## src/rtl/pipe_pkg.sv

```systemverilog
// Shared helpers for the pipe_buffer elastic pipeline register:
// tap slicing and parameter legality.
package pipe_pkg;

  function automatic int tapLsb(input int slot, input int width);
    return slot * width;
  endfunction

  function automatic bit paramsLegal(input int depth, input int width);
    return (depth >= 1) && (width >= 1);
  endfunction

endpackage

```

## src/rtl/pipe_slot.sv

```systemverilog
// One pipeline slot: a valid flag and payload register with load/clear/hold control.
// Load wins over clear; the payload only changes when an entry is loaded.
module pipe_slot #(
  parameter int WIDTH = 32
) (
  input  logic             clk_i,
  input  logic             rst_ni,
  input  logic             load_i,
  input  logic             clear_i,
  input  logic [WIDTH-1:0] data_i,
  output logic             valid_o,
  output logic [WIDTH-1:0] data_o
);

  logic             valid_q, valid_d;
  logic [WIDTH-1:0] data_q, data_d;

  always_comb begin
    valid_d = valid_q;
    data_d  = data_q;
    if (load_i) begin
      valid_d = 1'b1;
      data_d  = data_i;
    end else if (clear_i) begin
      valid_d = 1'b0;
    end
  end

  always_ff @(posedge clk_i or negedge rst_ni) begin
    if (!rst_ni) begin
      valid_q <= 1'b0;
      data_q  <= '0;
    end else begin
      valid_q <= valid_d;
      data_q  <= data_d;
    end
  end

  assign valid_o = valid_q;
  assign data_o  = data_q;

endmodule

```

## src/rtl/pipe_buffer.sv

```systemverilog
// Elastic pipeline buffer: DEPTH slots with valid/ready handshake, per-slot flush,
// optional bubble collapsing on stall, and every slot exposed as a tap.
module pipe_buffer
  import pipe_pkg::*;
#(
  parameter int WIDTH    = 32,
  parameter int DEPTH    = 3,
  parameter int COLLAPSE = 1
) (
  input  logic                       clk,
  input  logic                       reset,
  input  logic                       in_valid,
  input  logic [WIDTH-1:0]           in_data,
  output logic                       in_ready,
  output logic                       out_valid,
  output logic [WIDTH-1:0]           out_data,
  input  logic                       out_ready,
  input  logic [DEPTH-1:0]           flush_mask,
  output logic [DEPTH-1:0]           tap_valid,
  output logic [DEPTH*WIDTH-1:0]     tap_data,
  output logic [$clog2(DEPTH+1)-1:0] occupancy
);

  localparam int OCC_W = $clog2(DEPTH + 1);

  if (!paramsLegal(DEPTH, WIDTH)) begin : g_bad_params
    $error("pipe_buffer: DEPTH and WIDTH must both be at least 1");
  end

  logic [DEPTH-1:0] valid_q;
  logic [DEPTH-1:0] valid_d;
  logic [DEPTH-1:0] accept;
  logic [DEPTH-1:0] move;
  logic [DEPTH-1:0] enter;
  logic [DEPTH-1:0] clear;
  logic [WIDTH-1:0] slotData [DEPTH];
  logic [OCC_W-1:0] occ_q, occ_d;
  logic             adv;

  // Acceptance ripples from the output end backwards; in lockstep mode one global advance drives all slots.
  always_comb begin
    logic downstreamAcc;
    adv           = out_ready | ~valid_q[DEPTH-1];
    accept        = '0;
    move          = '0;
    downstreamAcc = out_ready;
    for (int k = DEPTH - 1; k >= 0; k--) begin
      if (COLLAPSE != 0) begin
        move[k]   = valid_q[k] & downstreamAcc;
        accept[k] = ~valid_q[k] | move[k];
      end else begin
        move[k]   = valid_q[k] & adv;
        accept[k] = adv;
      end
      downstreamAcc = accept[k];
    end
  end

  assign in_ready = accept[0] & reset;

  // A flushed entry still moves for acceptance purposes but never lands in the next slot.
  always_comb begin
    enter    = '0;
    clear    = '0;
    valid_d  = '0;
    enter[0] = in_valid & in_ready;
    for (int k = 1; k < DEPTH; k++) begin
      enter[k] = move[k-1] & ~flush_mask[k-1];
    end
    for (int k = 0; k < DEPTH; k++) begin
      clear[k]   = ~enter[k] & (move[k] | flush_mask[k]);
      valid_d[k] = enter[k] | (valid_q[k] & ~move[k] & ~flush_mask[k]);
    end
  end

  always_comb begin
    occ_d = '0;
    for (int k = 0; k < DEPTH; k++) begin
      occ_d = occ_d + OCC_W'(valid_d[k]);
    end
  end

  always_ff @(posedge clk or negedge reset) begin
    if (!reset) begin
      occ_q <= '0;
    end else begin
      occ_q <= occ_d;
    end
  end

  for (genvar g = 0; g < DEPTH; g++) begin : g_slot
    logic [WIDTH-1:0] srcData;
    if (g == 0) begin : g_head
      assign srcData = in_data;
    end else begin : g_body
      assign srcData = slotData[g-1];
    end

    pipe_slot #(.WIDTH(WIDTH)) u_slot (
      .clk_i   (clk),
      .rst_ni  (reset),
      .load_i  (enter[g]),
      .clear_i (clear[g]),
      .data_i  (srcData),
      .valid_o (valid_q[g]),
      .data_o  (slotData[g])
    );

    assign tap_data[tapLsb(g, WIDTH) +: WIDTH] = slotData[g];
  end

  assign out_valid = valid_q[DEPTH-1];
  assign out_data  = slotData[DEPTH-1];
  assign tap_valid = valid_q;
  assign occupancy = occ_q;

endmodule

```

## config.mk

```make
export PLATFORM = sky130hd
export DESIGN_NAME = pipe_buffer
export DESIGN_NICKNAME = d
export VERILOG_FILES = /design/src/rtl/pipe_pkg.sv /design/src/rtl/pipe_slot.sv /design/src/rtl/pipe_buffer.sv
export SDC_FILE = /design/constraint.sdc
export NUM_CORES = 1
export LEC_CHECK = 0
export BUFFER_PORTS_ARGS = -buffer_cell sky130_fd_sc_hd__buf_4
export CAP_MARGIN = 20
export CORE_MARGIN = 8
export CORE_UTILIZATION = 39
export CTS_BUF_LIST = sky130_fd_sc_hd__clkbuf_16
export DETAILED_ROUTE_END_ITERATION = 10
export GPL_TIMING_DRIVEN = 0
export PLACE_DENSITY_LB_ADDON = 0.3
export RECOVER_POWER = 100
export SLEW_MARGIN = 20
export SYNTH_ARGS = -nofsm -noshare
export SYNTH_HDL_FRONTEND = slang
export SYNTH_SLANG_ARGS = --single-unit
```

## constraint.sdc

```tcl
create_clock -name clk -period 3.7 [get_ports clk]
set_clock_uncertainty 0.2 [all_clocks]
set_input_delay 0.37 -clock clk [delete_from_list [all_inputs] [get_ports clk]]
set_output_delay 0.37 -clock clk [all_outputs]
set_load 0.005 [all_outputs]
```

==> summary.txt <==
Run status
  • Outcome: finished clean

Yosys
  • Yosys Warn Count: 0
  • Sequential element share of the synthesized area: between 50% and 60%
  • Number of enable flip-flop cells after synthesis: 0
  • Proportion of netlist area held by the largest area contributor: 58.4%
  • Multiplexer area fraction after synthesis: 29.9%
  • Most area-consuming cells after synthesis: dfrtp_1 58%, mux2_4 19%, mux2_1 8.3%
  • Largest family of logic cells by synthesized area: multiplexers
  • Commonest cells post-synth: 101 x dfrtp_1, 56 x mux2_4, 35 x buf_4, 32 x mux2_1, 10 x buf_6
  • Post-synthesis compound-gate area fraction: 0.926%
  • Top FF cell, synth: dfrtp_1
  • Synth Cell Area: 4320 µm²
  • Most used standard cell by instance count after synthesis: dfrtp_1
  • Async set-or-reset flop fraction in the synthesized netlist: 100%
  • Cell type with the highest aggregate area in the netlist: dfrtp_1
  • Post-synthesis simple-gate area fraction: about 1.4%
  • Post-Syn Nets: 300
  • Distinct cells, synth: 16
  • Adder and majority cell fraction of the synthesized area: 0.463%
  • Post-synthesis xor/xnor area fraction: 0%
  • Register bit count reported by yosys: 101
  • Mapped Avg Cell Area: 16.6 µm²
  • Cells after synthesis: 260

Power
  • VDD IR-drop max: 0.268 mV
  • Power density normalized to cell area: between 600 and 700 nW/µm²
  • Leakage power summed over all cells: ~2.7 nW

Detailed routing
  • Pre-Repair DR Iteration Count: 4
  • Total Routed Length: 10.2 mm
  • Post-detailed-route wirelength per cell: about 17 µm
  • Average vias per placed instance: roughly 4.5
  • Starting DRT DRC Count: 73
  • DR DRC count: 0
  • ANT nets after route: 0
  • Via count of the routed design: 2666

Hold path
  • Worst-case hold path end point: g_slot[2].u_slot.valid_o$_DFFE_PN0P_
  • Path category of the worst min-delay check: primary input to flop
  • Hold Path Stages: 2
  • Min-Delay Startpoint: flush_mask[2]

Timing
  • Unrepaired setup endpoints after global routing: no
  • Post-route worst setup slack: 688 ps
  • Final Setup Violations: 0
  • Period minus WS final: 3010 ps
  • Share of the cycle needed by the critical path after routing: 81.4%
  • Slew headroom: 37.5%
  • Worst-margin pin slew: 937 ps
  • Highest clock rate: around 330 MHz
  • Setup TNS Final: 0 ps
  • Max Slew Vio Count: 0
  • Hold violation total from the final report: 0

Cells and area
  • Total inserted antenna cells: 0
  • Share of the core filled with cells: 52.7%
  • Reg area: 2530 µm²
  • Area of the multi-input gates: 1220 µm²
  • Layout net count: 485
  • Proportion of layout cells with a drive suffix above 1: 46.4%
  • Filler cells: about 1000
  • Synthesis-to-layout area growth: 32.2%

Global routing
  • Maximum number of pins on one net before global-route repair: 104
  • First-pass GRT wire length: 16.2 mm
  • Antenna violations before repair: 0
  • GRT overflow: 0
  • Vias in the first global route: 2939
  • GR Util All Layers: 14.1%

Setup path
  • Master of the slowest instance on the critical path: buf_6
  • Type of origin of the critical path: primary input
  • Crit path cell chain: dlygate4sd3_1 > buf_6 > and3_1 > buf_6 > clkbuf_1 > mux2_1
  • Family of cells with the greatest summed delay on the critical path: buffers and inverters
  • Data arrival time of the critical path: 3020 ps
  • Setup crit end kind: flop
  • CP required: 3710 ps
  • Max FO, Critical Path: ~100
  • Start of the worst register-to-register path: g_slot[2].u_slot.valid_o$_DFFE_PN0P_
  • Cells on worst reg2reg path: 6
  • CP peak stage delay: around 660 ps
  • Most frequent CP cell: buf_6
  • RR Endpoint: occupancy[0]$_DFF_PN0_
  • Total buffers and inverters traversed by the critical path: 4
  • Worst setup path class: primary input to flop
  • R2R setup slack: 1110 ps

CTS
  • Clock sink count: between 100 and 150
  • Clock latency of the later-clocked register in the worst-skew pair: 330 ps
  • Number of H-tree levels: 3
  • Maximum buffer depth of the clock tree: 2
  • TritonCTS clock tree: done
  • Clock root cell: clkbuf_16
  • # resized after CTS: 0
  • TritonCTS buffer count: 9
  • CTS clock-pin slew for the worst setup and hold paths: 60 ps

Placement
  • Post-placement setup slack: 989 ps
  • Global placement routability congestion: 0.741
  • DP Wirelength: 7.57 mm
  • Port-buffer cells: roughly 170

Die
  • Chip width: 121 µm
  • Die area: around 15000 µm²
  • Height of the die: 121 µm
  • IO Count: 174
  • Initial Utilization: 39.9%
  • Num rows: 38
  • Area inside the core boundary: 10800 µm²

Flow run
  • Count of max-cap constraint violations: 0
==> routing by layer <==
metal  GRT usage (%)  wire, µm  up-vias
met2            24.0      5180       87
li1                -         -     1230
met4            6.40       207        0
met3            3.91       701       13
met1            16.3      4070     1336
met5               0         0        -
==> layout make-up <==
type / instances / share of cell area [%]
timing repair buffer: 174 / 21.2
clock inverter: 7 / 0.591
tap: 140 / 3.06
clock buffer: 9 / 3.94
sequential: 101 / 44.2
buffer: 47 / 5.65
multi-input combinational: 112 / 21.3
==> cell families (layout without fill, tap and decap cells) <==
group / Yosys count / after routing
compound gates: 6 / 6
mux: 96 / 96
buf+inv: 47 / 237
fa+ha+maj: 1 / 1
flops: 101 / 101
simple gates: 9 / 9
==> registers in the layout, summed over array words and instances (netlist names) <==
register	cells
occupancy	2
g_slot.u_slot.data_o	96
g_slot.u_slot.valid_o	3
==> power breakdown <==
part	total (mW)	switching [mW]	internal, mW
registers	1.64	0.229	1.41
clock network	0.839	0.393	0.446
logic	1.22	0.403	0.818
total	3.70	1.02	2.67
==> worst max-delay path by stage <==
stage                          from                                 endpoint  slack (ps)  cells after the start
after floorplan           out_ready                   occupancy[0]$_DFF_PN0_        1750                      6
after global placement        reset                   occupancy[0]$_DFF_PN0_         710                      6
after detailed placement      reset                   occupancy[0]$_DFF_PN0_         990                      6
final                         reset  g_slot[0].u_slot.data_o[22]$_DFFE_PN0P_         690                      6
after global routing          reset  g_slot[0].u_slot.data_o[22]$_DFFE_PN0P_         430                      6
after CTS                     reset                   occupancy[0]$_DFF_PN0_         770                      7
==> stage by stage <==
step                      total power, mW  hold WS (ps)  cells  cell area (µm²)
after floorplan                      2.27          -126    260             4320
after global routing                 3.92          14.9    590             5720
after detailed placement             3.16           297    573             5800
final                                3.70          31.5    590             5720
after CTS                            4.01          22.5    590             6070
after global placement               3.12           290    573             5800
==> what timing repair did <==
| item | CTS | global route |
|---|---|---|
| setup buffers | 0 | 0 |
| hold buffers | 1 | 0 |
| endpoints found under the hold margin | 29 | 0 |
==> cell usage in the layout (no fill, tap or decap) <==
master           n
clkbuf_4       107
dfrtp_1        101
mux2_1          83
buf_4           73
clkbuf_1        37
clkbuf_16        9
mux2_2           8
mux2_4           5
nand2b_1         4
o21bai_1         4
buf_6            3
clkinv_2         3
o21ai_0          2
clkinv_1         2
nand3b_1         1
nand4b_1         1
and3_1           1
nor2b_1          1
and2_0           1
fa_1             1
clkinvlp_4       1
inv_1            1
dlygate4sd3_1    1
No activity file was read; power rests on OpenSTA's default activity.
